[src/rtl/wb_branch_stage_pkg.sv]
// Shared encodings and stage-register layout for the writeback / branch-resolution stage.
// Imported by wb_branch_stage and branch_resolve.
package wb_branch_stage_pkg;

  localparam logic [1:0] MD_F     = 2'd0;
  localparam logic [1:0] MD_DATA  = 2'd1;
  localparam logic [1:0] MD_SLT   = 2'd2;
  localparam logic [1:0] MD_F_ALT = 2'd3;

  localparam logic [1:0] BS_NONE = 2'd0;
  localparam logic [1:0] BS_COND = 2'd1;
  localparam logic [1:0] BS_JBRA = 2'd2;
  localparam logic [1:0] BS_JRAA = 2'd3;

  localparam logic [1:0] PCSEL_SEQ = 2'd0;
  localparam logic [1:0] PCSEL_BRA = 2'd1;
  localparam logic [1:0] PCSEL_RAA = 2'd2;

  typedef logic [1:0] state_t;
  localparam state_t ST_RUN = 2'd0;
  localparam state_t ST_SQ1 = 2'd1;
  localparam state_t ST_SQ2 = 2'd2;

  typedef struct packed {
    logic [31:0] bus_d;
    logic [4:0]  da;
    logic        rw;
    logic        wb_valid;
  } wb_regs_t;

  function automatic logic [31:0] wb_select(input logic [1:0] md, input logic [31:0] f,
                                             input logic [31:0] data, input logic nxorv);
    logic [31:0] sel;
    case (md)
      MD_DATA: sel = data;
      MD_SLT:  sel = {31'b0, nxorv};
      default: sel = f;
    endcase
    return sel;
  endfunction

endpackage

[src/rtl/wb_branch_stage_branch_resolve.sv]
// Combinational branch/jump resolution: decides whether the transfer is taken
// and which PC source and target the fetch stage should use.
module branch_resolve
  import wb_branch_stage_pkg::*;
(
  input  logic [1:0]  bs_i,
  input  logic        ps_i,
  input  logic        z_i,
  input  logic [15:0] bra_i,
  input  logic [15:0] raa_i,
  output logic        taken_o,
  output logic [1:0]  pcsel_o,
  output logic [15:0] target_o
);

  always_comb begin
    taken_o  = 1'b0;
    pcsel_o  = PCSEL_SEQ;
    target_o = 16'h0000;
    case (bs_i)
      // PS selects polarity: Z ^ PS is true for BZ with Z=1 or BNZ with Z=0
      BS_COND: begin
        if (z_i ^ ps_i) begin
          taken_o  = 1'b1;
          pcsel_o  = PCSEL_BRA;
          target_o = bra_i;
        end
      end
      BS_JBRA: begin
        taken_o  = 1'b1;
        pcsel_o  = PCSEL_BRA;
        target_o = bra_i;
      end
      BS_JRAA: begin
        taken_o  = 1'b1;
        pcsel_o  = PCSEL_RAA;
        target_o = raa_i;
      end
      default: ;
    endcase
  end

endmodule

[src/rtl/wb_branch_stage.sv]
// Writeback and branch-resolution stage: registers execute results, selects the
// writeback value, resolves transfers and squashes the two wrong-path slots behind them.
module wb_branch_stage
  import wb_branch_stage_pkg::*;
(
  input  logic        clk,
  input  logic        reset,
  input  logic        stall,
  input  logic        in_valid,
  input  logic [4:0]  DA_in,
  input  logic        RW_in,
  input  logic [1:0]  MD_in,
  input  logic [1:0]  BS_in,
  input  logic        PS_in,
  input  logic [31:0] F,
  input  logic [31:0] data,
  input  logic        Z,
  input  logic        NXORV,
  input  logic [15:0] BrA,
  input  logic [15:0] RAA,
  output logic [31:0] BUS_D,
  output logic [4:0]  DA,
  output logic        RW,
  output logic        wb_valid,
  output logic [1:0]  PCSEL,
  output logic [15:0] PC_TGT,
  output logic        flush,
  output logic [31:0] retired
);

  logic        accept;
  logic        commit;
  logic        br_taken;
  logic [1:0]  br_pcsel;
  logic [15:0] br_target;

  state_t      state_q, state_d;
  wb_regs_t    wb_q, wb_d;
  logic [1:0]  pcsel_q, pcsel_d;
  logic [15:0] tgt_q, tgt_d;
  logic [31:0] retired_q, retired_d;

  branch_resolve u_branch_resolve (
    .bs_i     (BS_in),
    .ps_i     (PS_in),
    .z_i      (Z),
    .bra_i    (BrA),
    .raa_i    (RAA),
    .taken_o  (br_taken),
    .pcsel_o  (br_pcsel),
    .target_o (br_target)
  );

  assign accept = ~stall;
  assign commit = accept & in_valid & (state_q == ST_RUN);

  always_comb begin
    state_d   = state_q;
    wb_d      = wb_q;
    pcsel_d   = PCSEL_SEQ;
    tgt_d     = tgt_q;
    retired_d = retired_q;
    if (accept) begin
      wb_d.bus_d    = wb_select(MD_in, F, data, NXORV);
      wb_d.da       = DA_in;
      wb_d.rw       = RW_in & commit;
      wb_d.wb_valid = commit;
      if (commit) begin
        retired_d = retired_q + 32'd1;
      end
      // Wrong-path slots advance the squash on every accept, bubbles included.
      case (state_q)
        ST_RUN: begin
          if (commit && br_taken) begin
            pcsel_d = br_pcsel;
            tgt_d   = br_target;
            state_d = ST_SQ1;
          end
        end
        ST_SQ1:  state_d = ST_SQ2;
        default: state_d = ST_RUN;
      endcase
    end
  end

  always_ff @(posedge clk) begin
    if (reset) begin
      state_q   <= ST_RUN;
      wb_q      <= '0;
      pcsel_q   <= PCSEL_SEQ;
      tgt_q     <= 16'h0000;
      retired_q <= 32'h0000_0000;
    end else begin
      state_q   <= state_d;
      wb_q      <= wb_d;
      pcsel_q   <= pcsel_d;
      tgt_q     <= tgt_d;
      retired_q <= retired_d;
    end
  end

  assign BUS_D    = wb_q.bus_d;
  assign DA       = wb_q.da;
  assign RW       = wb_q.rw;
  assign wb_valid = wb_q.wb_valid;
  assign PCSEL    = pcsel_q;
  assign PC_TGT   = tgt_q;
  assign flush    = (state_q != ST_RUN);
  assign retired  = retired_q;

endmodule

[config.mk]
export PLATFORM = sky130hd
export DESIGN_NAME = wb_branch_stage
export DESIGN_NICKNAME = d
export VERILOG_FILES = /design/src/rtl/wb_branch_stage_pkg.sv /design/src/rtl/wb_branch_stage_branch_resolve.sv /design/src/rtl/wb_branch_stage.sv
export SDC_FILE = /design/constraint.sdc
export NUM_CORES = 1
export LEC_CHECK = 0
export BUFFER_PORTS_ARGS = -buffer_cell sky130_fd_sc_hd__buf_2
export CAP_MARGIN = 20
export CORE_MARGIN = 2
export CORE_UTILIZATION = 30
export DETAILED_ROUTE_END_ITERATION = 8
export GPL_ROUTABILITY_DRIVEN = 0
export SYNTH_ARGS = -nofsm -noshare
export SYNTH_HDL_FRONTEND = slang
export SYNTH_HIERARCHICAL = 1
export SYNTH_SLANG_ARGS = --single-unit
[constraint.sdc]
create_clock -name clk -period 4.1 [get_ports clk]
set_input_delay 0.205 -clock clk [delete_from_list [all_inputs] [get_ports clk]]
set_output_delay 0.205 -clock clk [all_outputs]
set_load 0.03 [all_outputs]
# After elaboration in Yosys (flattened, before gate mapping)
# Index checks and enable logic that the tools add are counted.
# word_totals
output_inout_bits	90
reg_bits	91
elab_cells	40
# op_classes
n_bitwise	7
reduce_logical	8
n_addsub	1
mux	9
eq_ne	7
# op_table
op	n
one-hot mux 32 bit (2 select lines)	1
one-hot mux 16 bit (3 select lines)	1
adder 32 x 1 -> 32 bit (second input constant)	1
2-to-1 mux 16 bit	1
equality test 2 x 1 -> 1 bit (second input constant)	3
equality test 2 bit (second input constant)	3
one-hot mux 2 bit (3 select lines)	1
one-hot mux 2 bit (2 select lines)	1
AND reduction 2 bit	2
OR reduction 4 bit	1
AND 1 bit	3
inverter 1 bit	3
AND reduction 3 bit	1
logical NOT 2 bit	1
2-to-1 mux 1 bit	2
2-to-1 mux 2 bit	1
inequality test 2 x 1 -> 1 bit (second input constant)	1
one-hot mux 1 bit (2 select lines)	1
nonzero test 2 bit	1
OR reduction 2 bit	1
logical AND 1 bit	1
bitwise XOR 1 bit	1

# Longest topological paths before layout
# Gate-level depths: netlist of the first run.
# depth
word_depth	6
ltp_mapped	7

# By module
# Netlist of the first run, hierarchy kept.
# modules_own_cells
mod	instances	area_each_um2	seq_area_each_um2	cells_each
wb_branch_stage	1	3877.5	1821.7	446
branch_resolve	1	391.6	0.0	44

# Least setup slack after synthesis of the first run
# No wires, ideal clock.
# synth_path
kind	reg-to-reg
from	reg retired_q[14], in the netlist retired[14]
to	reg retired_q[29], in the netlist retired[29]
setup_ns	0.070
arrival_ns	2.129
period_less_slack_ns	2.199
setup_slack_ns	1.901
required_time_ns	4.030
path_stages_with_launch	7
path_cell_list	dfxtp_1 -> nand4_2 -> or4_1 -> buf_2 -> buf_6 -> or4_1 -> a21oi_1
# synth_between
elab_chain_cells	1
# synth_rtl
item	line	rtl
from (decl)	wb_branch_stage.sv:41	logic [31:0] retired_q, retired_d;
from (signal assigned)	wb_branch_stage.sv:98	retired_q <= retired_d;
adder 32 x 1 -> 32 bit	wb_branch_stage.sv:69	retired_d = retired_q + 32'd1;
# No other way between the ends.
# A chain may end at the register's enable or synchronous reset.

# Final worst setup path of the first run
# layout_path
from	reg state_q[1]
to	reg retired_q[17], in the netlist retired[17]
# layout_between
elab_chain_cells	3
# layout_rtl
item	line	rtl
from (decl)	wb_branch_stage.sv:37	state_t state_q, state_d;
from (signal assigned)	wb_branch_stage.sv:94	state_q <= state_d;
logical NOT 2 bit	wb_branch_stage.sv:55	assign commit = accept & in_valid & (state_q == ST_RUN);
AND 1 bit	wb_branch_stage.sv:55	
AND reduction 2 bit (no line)	-	
# No other way between the ends.

==> impl_metrics.json, run 1 <==
{
  "synthesis.nets": 606,
  "critPathTopFamily": "simple AND/OR/NAND/NOR gates",
  "endpoint_kind": "flop",
  "drt_iter0_markers": 127,
  "swShare_pct": 27.5,
  "h-tree-depth": 3,
  "path_class": "flop to flop",
  "drive_gt1_share_pct": 36.4,
  "avgViaCountPerCell": 5.11,
  "skew_ps": 6.04,
  "dr.pass1.iters": 6,
  "clockRootBuffer": "clkbuf_16",
  "grt_max_degree": 71,
  "rsz0062_at_grt": "false",
  "num_rows": 43,
  "switching_power_mw": 0.578,
  "cp_cell_sequence": "nor4b_2, buf_4, nand4_1, or4_2, a21oi_1",
  "maxSlewViolCount": 0,
  "fin_nets": 781,
  "hold_path.class": "primary input to flop",
  "ios": 203,
  "vdd_drop_max_uv": 171,
  "p_per_area_nw_per_um2": 373,
  "pwr-share-comb_pct": 15.2,
  "p_leak_nw": 2.55,
  "final-setup-viol-count": 0,
  "placed_area_um2": 5320,
  "rrSetupSlack_ps": 1650,
  "die_y_um": 123,
  "diodes": 0,
  "grt_pass1_vias": 4048,
  "tritoncts": "yes",
  "fmax_mhz": 409,
  "antenna_left": 0,
  "path_buf_inv": 1,
  "required_ps": 4360,
  "wl_met3_um": 994,
  "slew_headroom_pct": 29.3,
  "grtUsageTotal_pct": 15.2,
  "drt-met1-wl_um": 5080,
  "fp.dieW_um": 123,
  "status": "completed",
  "rr_worst_depth": 5,
  "synth_edf_count": 0,
  "cp.depth": 5,
  "post-cts-setup-buffer-count": 0,
  "dp_hpwl_um": 8640,
  "clkSinkCount": 91,
  "cts_resized": 0,
  "die-area_um2": 15200,
  "setup.worst_path.end": "retired[17]$_SDFFE_PP0P_",
  "wl_per_cell_um": 14.0,
  "post-route-min-period_ps": 2450,
  "grt_antenna_before_repair": 0,
  "layout.cells.most_common": "buf_2",
  "final_cell_mix": "buf_2, dfxtp_1, nand2_1",
  "start_util_pct": 30.8,
  "vias": 4342,
  "ctsHoldBuffers": 0,
  "synth_warnings": 6,
  "netlist_area_um2": 4270,
  "crit_fanout": 20,
  "cap_violations": 0,
  "synth_cell_type_count": 47,
  "critPathLaunchType": "flop",
  "slowest_stage": "or4_2",
  "postSynth.asyncResetShare_pct": 0,
  "cts_made_buffers": 9,
  "fin_area_um2": 5640,
  "r2r-start": "state_q[1]$_SDFFE_PP0P_",
  "seq_power_share_pct": 44.5,
  "routed.top_layer": "met4",
  "grt_pass1_wl_um": 18600,
  "ys_seq_area_share_pct": 42.7,
  "clock_latency_ps": 340,
  "fillers": 1433,
  "route.detailed.drc": 0,
  "grt-ovfl-total": 0,
  "synth-seq-cells": 91,
  "fin_tns_setup_ps": 0,
  "port-buffer-count": 202,
  "internal-power_mw": 1.53,
  "crit_path_max_incr_delay_ps": 770,
  "cp.arrival_ps": 2700,
  "tightestPinTransition_ps": 1060,
  "cts_buffer_depth": 2,
  "syn-mean-instance-area_um2": 8.71,
  "hold_viol_final": 0,
  "fin_crit_sh_pct": 59.7,
  "worstSetupStartpoint": "state_q[1]$_SDFFE_PP0P_",
  "p_clk_share_pct": 40.4,
  "synth_cells": 490,
  "r2r-end": "retired[17]$_SDFFE_PP0P_",
  "synth-main-ff-cell": "dfxtp_1",
  "wl_met2_um": 5650,
  "drt-total-wl_um": 11900,
  "core_area_um2": 13900,
  "path_clk_slew_ps": 70,
  "area_growth_pct": 32.2
}
-- how the worst min path moves through the flow --
stage | start | endpoint | cells after the start
detailed placement | PC_TGT[15]$_SDFFE_PP0P_ | PC_TGT[15]$_SDFFE_PP0P_ | 2
CTS | DA_in[0] | DA[0]$_SDFFE_PP0N_ | 3
finish | DA_in[0] | DA[0]$_SDFFE_PP0N_ | 3
global route | DA_in[0] | DA[0]$_SDFFE_PP0N_ | 3
floorplan | DA_in[0] | DA[0]$_SDFFE_PP0N_ | 2
global placement | DA_in[4] | DA[4]$_SDFFE_PP0N_ | 3
-- routing by layer --
| layer | GRT usage (%) | up-vias |
|---|---|---|
| met2 | 25.4 | 159 |
| met3 | 4.61 | 11 |
| met1 | 18.2 | 2023 |
| met5 | 0 | - |
| met4 | 5.89 | 0 |
| li1 | - | 2149 |
-- Yosys cell counts, types with 2 or more instances --
cell type / instances / area [um2]
mux2i_1: 5 / 50.1
xor2_1: 5 / 43.8
nor3_1: 31 / 155
a21o_1: 16 / 120
o21ai_0: 9 / 45.0
xnor2_1: 4 / 35.0
nand2_1: 51 / 191
or3_2: 2 / 15.0
a22o_1: 9 / 78.8
nand3_1: 7 / 35.0
and4_1: 3 / 26.3
dfxtp_1: 91 / 1820
clkbuf_1: 33 / 124
nor4_1: 2 / 12.5
a221oi_1: 31 / 272
or4_1: 12 / 90.1
a22o_2: 7 / 70.1
and3_1: 4 / 25.0
ha_1: 3 / 37.5
buf_6: 5 / 56.3
inv_1: 8 / 30.0
or2_2: 3 / 18.8
and2_1: 4 / 25.0
nand4_1: 11 / 68.8
a21oi_1: 44 / 220
nor3b_1: 2 / 15.0
nor2b_1: 33 / 206
or3_1: 7 / 43.8
nor2_1: 18 / 67.6
o31ai_1: 12 / 90.1
buf_1: 2 / 7.51
-- sequential cells by signal, indices dropped and copies added, names as in the netlist --
signal    count
wb_valid      1
retired      32
BUS_D        32
DA            5
state_q       2
RW            1
PCSEL         2
PC_TGT       16
-- cells by family after synthesis --
logic type,count (synthesis),synth area share (%)
simple gates,199,25.8
mux,6,1.44
fa+ha+maj,3,0.879
flops,91,42.7
compound gates,132,21.8
buf+inv,50,5.57
xor+xnor,9,1.85
-- metrics by stage --
step | total power [mW] | hold slack [ps] | setup WS, ps | instances | util [%]
after floorplan | 1.16 | 349 | 1900 | 490 | -
after global placement | 1.27 | 441 | 1540 | 833 | 38.3
after detailed placement | 1.27 | 445 | 1440 | 833 | 38.3
after CTS | 2.15 | 85.4 | 1620 | 849 | 40.6
after global routing | 2.21 | 90.4 | 1420 | 850 | 40.7
final | 2.10 | 98.5 | 1650 | 850 | 40.7
-- area by class of cell --
class	count	area (um2)	share of cell area, %
multi-input cells	349	2210	39.2
clock inverters	7	81.3	1.44
flip-flops and latches	91	1820	32.3
well taps	180	225	3.99
inverters	8	30.0	0.532
clock buffers	9	225	3.99
repair buffers	206	1050	18.6
-- tightest hold or removal path: stages --
cell and delay, ps:
buf_2 70, mux2i_1 50, nor2_1 70
-- power by group through the flow --
stage	combinational, mW	clock, mW	sequential [mW]
after detailed placement	0.320	0	0.955
after global routing	0.349	0.925	0.940
after global placement	0.315	0	0.954
final	0.319	0.850	0.936
after floorplan	0.142	0	1.02
after CTS	0.320	0.890	0.936
Power figures use the tool's default switching activity.
==> inputs of run 2 (changes only) <==
clock period = 2.48 ns   (was 4.1 ns; I/O delays follow)
==> run 2 against run 1 <==
Via count up 0.58%; sequential share of layout area decreased by 0.33 points; utilization is 0.41 points higher; die area unchanged; largest power group unchanged.
==> impl_metrics.json, run 2 (synthesized netlist as in run 1, its figures left out) <==
{
  "core_area_um2": 13900,
  "grt_pass1_wl_um": 19400,
  "total_power_mw": 3.53,
  "antenna_left": 0,
  "clkSinkCount": 91,
  "drive_gt1_share_pct": 36.9,
  "grt_max_degree": 75,
  "die_y_um": 123,
  "route.detailed.drc": 0,
  "ctsHoldBuffers": 0,
  "required_ps": 2740,
  "tritoncts": "yes",
  "clockRootBuffer": "clkbuf_16",
  "hold-path-cell-count": 3,
  "fin_nets": 786,
  "grt-ovfl-total": 0,
  "endpoint_kind": "flop",
  "dr.pass1.iters": 4,
  "die-area_um2": 15200,
  "path_clk_slew_ps": 70,
  "post-cts-setup-buffer-count": 0,
  "vias": 4367,
  "cp.arrival_ps": 2470,
  "diodes": 0,
  "hold_ws_ps": 23.0,
  "cap_violations": 0,
  "rsz0062_at_grt": "false",
  "wl_per_cell_um": 14.1,
  "rr_worst_depth": 4,
  "fmax_mhz": 453,
  "status": "completed",
  "final_cell_mix": "buf_2, dfxtp_1, nand2_1",
  "cts_resized": 0,
  "grtUsageTotal_pct": 16.0,
  "grt_pass1_vias": 4190,
  "cts_buffer_depth": 2,
  "crit_fanout": 15,
  "clock_latency_ps": 330,
  "fp.dieW_um": 123,
  "path_class": "flop to flop",
  "critPathLaunchType": "flop",
  "slowest_stage": "or4_1",
  "post-route-min-period_ps": 2210,
  "drt_iter0_markers": 163,
  "placed_area_um2": 5380,
  "skew_ps": 4.80,
  "slew_headroom_pct": 51.2,
  "maxSlewViolCount": 0,
  "layout.cells.most_common": "buf_2",
  "p_per_area_nw_per_um2": 620,
  "timing.critical_path.mode_cell": "or4_1",
  "area_growth_pct": 33.6,
  "cts_made_buffers": 9,
  "avgViaCountPerCell": 5.11,
  "p_leak_nw": 2.59,
  "fin_tns_setup_ps": 0,
  "utilization_pct": 41.1,
  "grt_antenna_before_repair": 0,
  "vdd_drop_max_uv": 387,
  "cp_cell_sequence": "nand4_1, or4_1, or4_1, a21oi_1",
  "final-setup-viol-count": 0,
  "h-tree-depth": 3,
  "dp_hpwl_um": 8850,
  "start_util_pct": 30.8,
  "fin_crit_sh_pct": 89.0,
  "hold_path.class": "primary input to flop",
  "crit_path_max_incr_delay_ps": 760,
  "num_rows": 43,
  "drt-total-wl_um": 12000,
  "fin_area_um2": 5700,
  "tightestPinTransition_ps": 732,
  "ios": 203,
  "hold_viol_final": 0,
  "port-buffer-count": 202
}
-- run 2: worst paths after layout --
check                             end  slack (ps)                     from
max reg2reg  retired[24]$_SDFFE_PP0P_         270  retired[9]$_SDFFE_PP0P_
max          retired[24]$_SDFFE_PP0P_         270  retired[9]$_SDFFE_PP0P_
min reg2reg    PC_TGT[2]$_SDFFE_PP0P_         450   PC_TGT[2]$_SDFFE_PP0P_
min                DA[0]$_SDFFE_PP0N_          20                 DA_in[0]
-- run 2: metrics by stage --
stage / std cells / setup slack, ps
6_report: 855 / 273
5_1_grt: 855 / 119
4_1_cts: 855 / 283
3_5_place_dp: 839 / 295
3_3_place_gp: 839 / 318
2_1_floorplan: 490 / 281
-- run 2: area by class of cell --
| type | count | area [um2] |
|---|---|---|
| clock inverter | 4 | 55.1 |
| fill | 1416 | 8180 |
| timing repair buffer | 211 | 1090 |
| inverter | 8 | 30.0 |
| multi-input combinational | 349 | 2210 |
| sequential | 91 | 1820 |
| clock buffer | 12 | 267 |
| tap | 180 | 225 |
-- run 2: power by group --
part / internal, mW / switching (mW) / leakage (nW)
Clock: 0.869 / 0.583 / 0.155
Combinational: 0.215 / 0.320 / 1.69
Sequential: 1.52 / 0.0301 / 0.743
Total: 2.60 / 0.933 / 2.59
-- run 2: layer usage --
layer  GRT usage (%)  vias to the layer above  part of all wire (%)
li1                -                     2157                     -
met3            4.20                       17                   8.9
met5               0                        -                     0
met4            7.03                        0                   2.2
met2            26.4                      169                    46
met1            19.6                     2024                    43
-- run 2: worst max-delay path, delay by kind of cell (launching register included) --
family | cells | cell delay (ps)
and+or+nand+nor | 3 | 1570
AOI/OAI and AO/OA | 1 | 160
DFF | 1 | 420
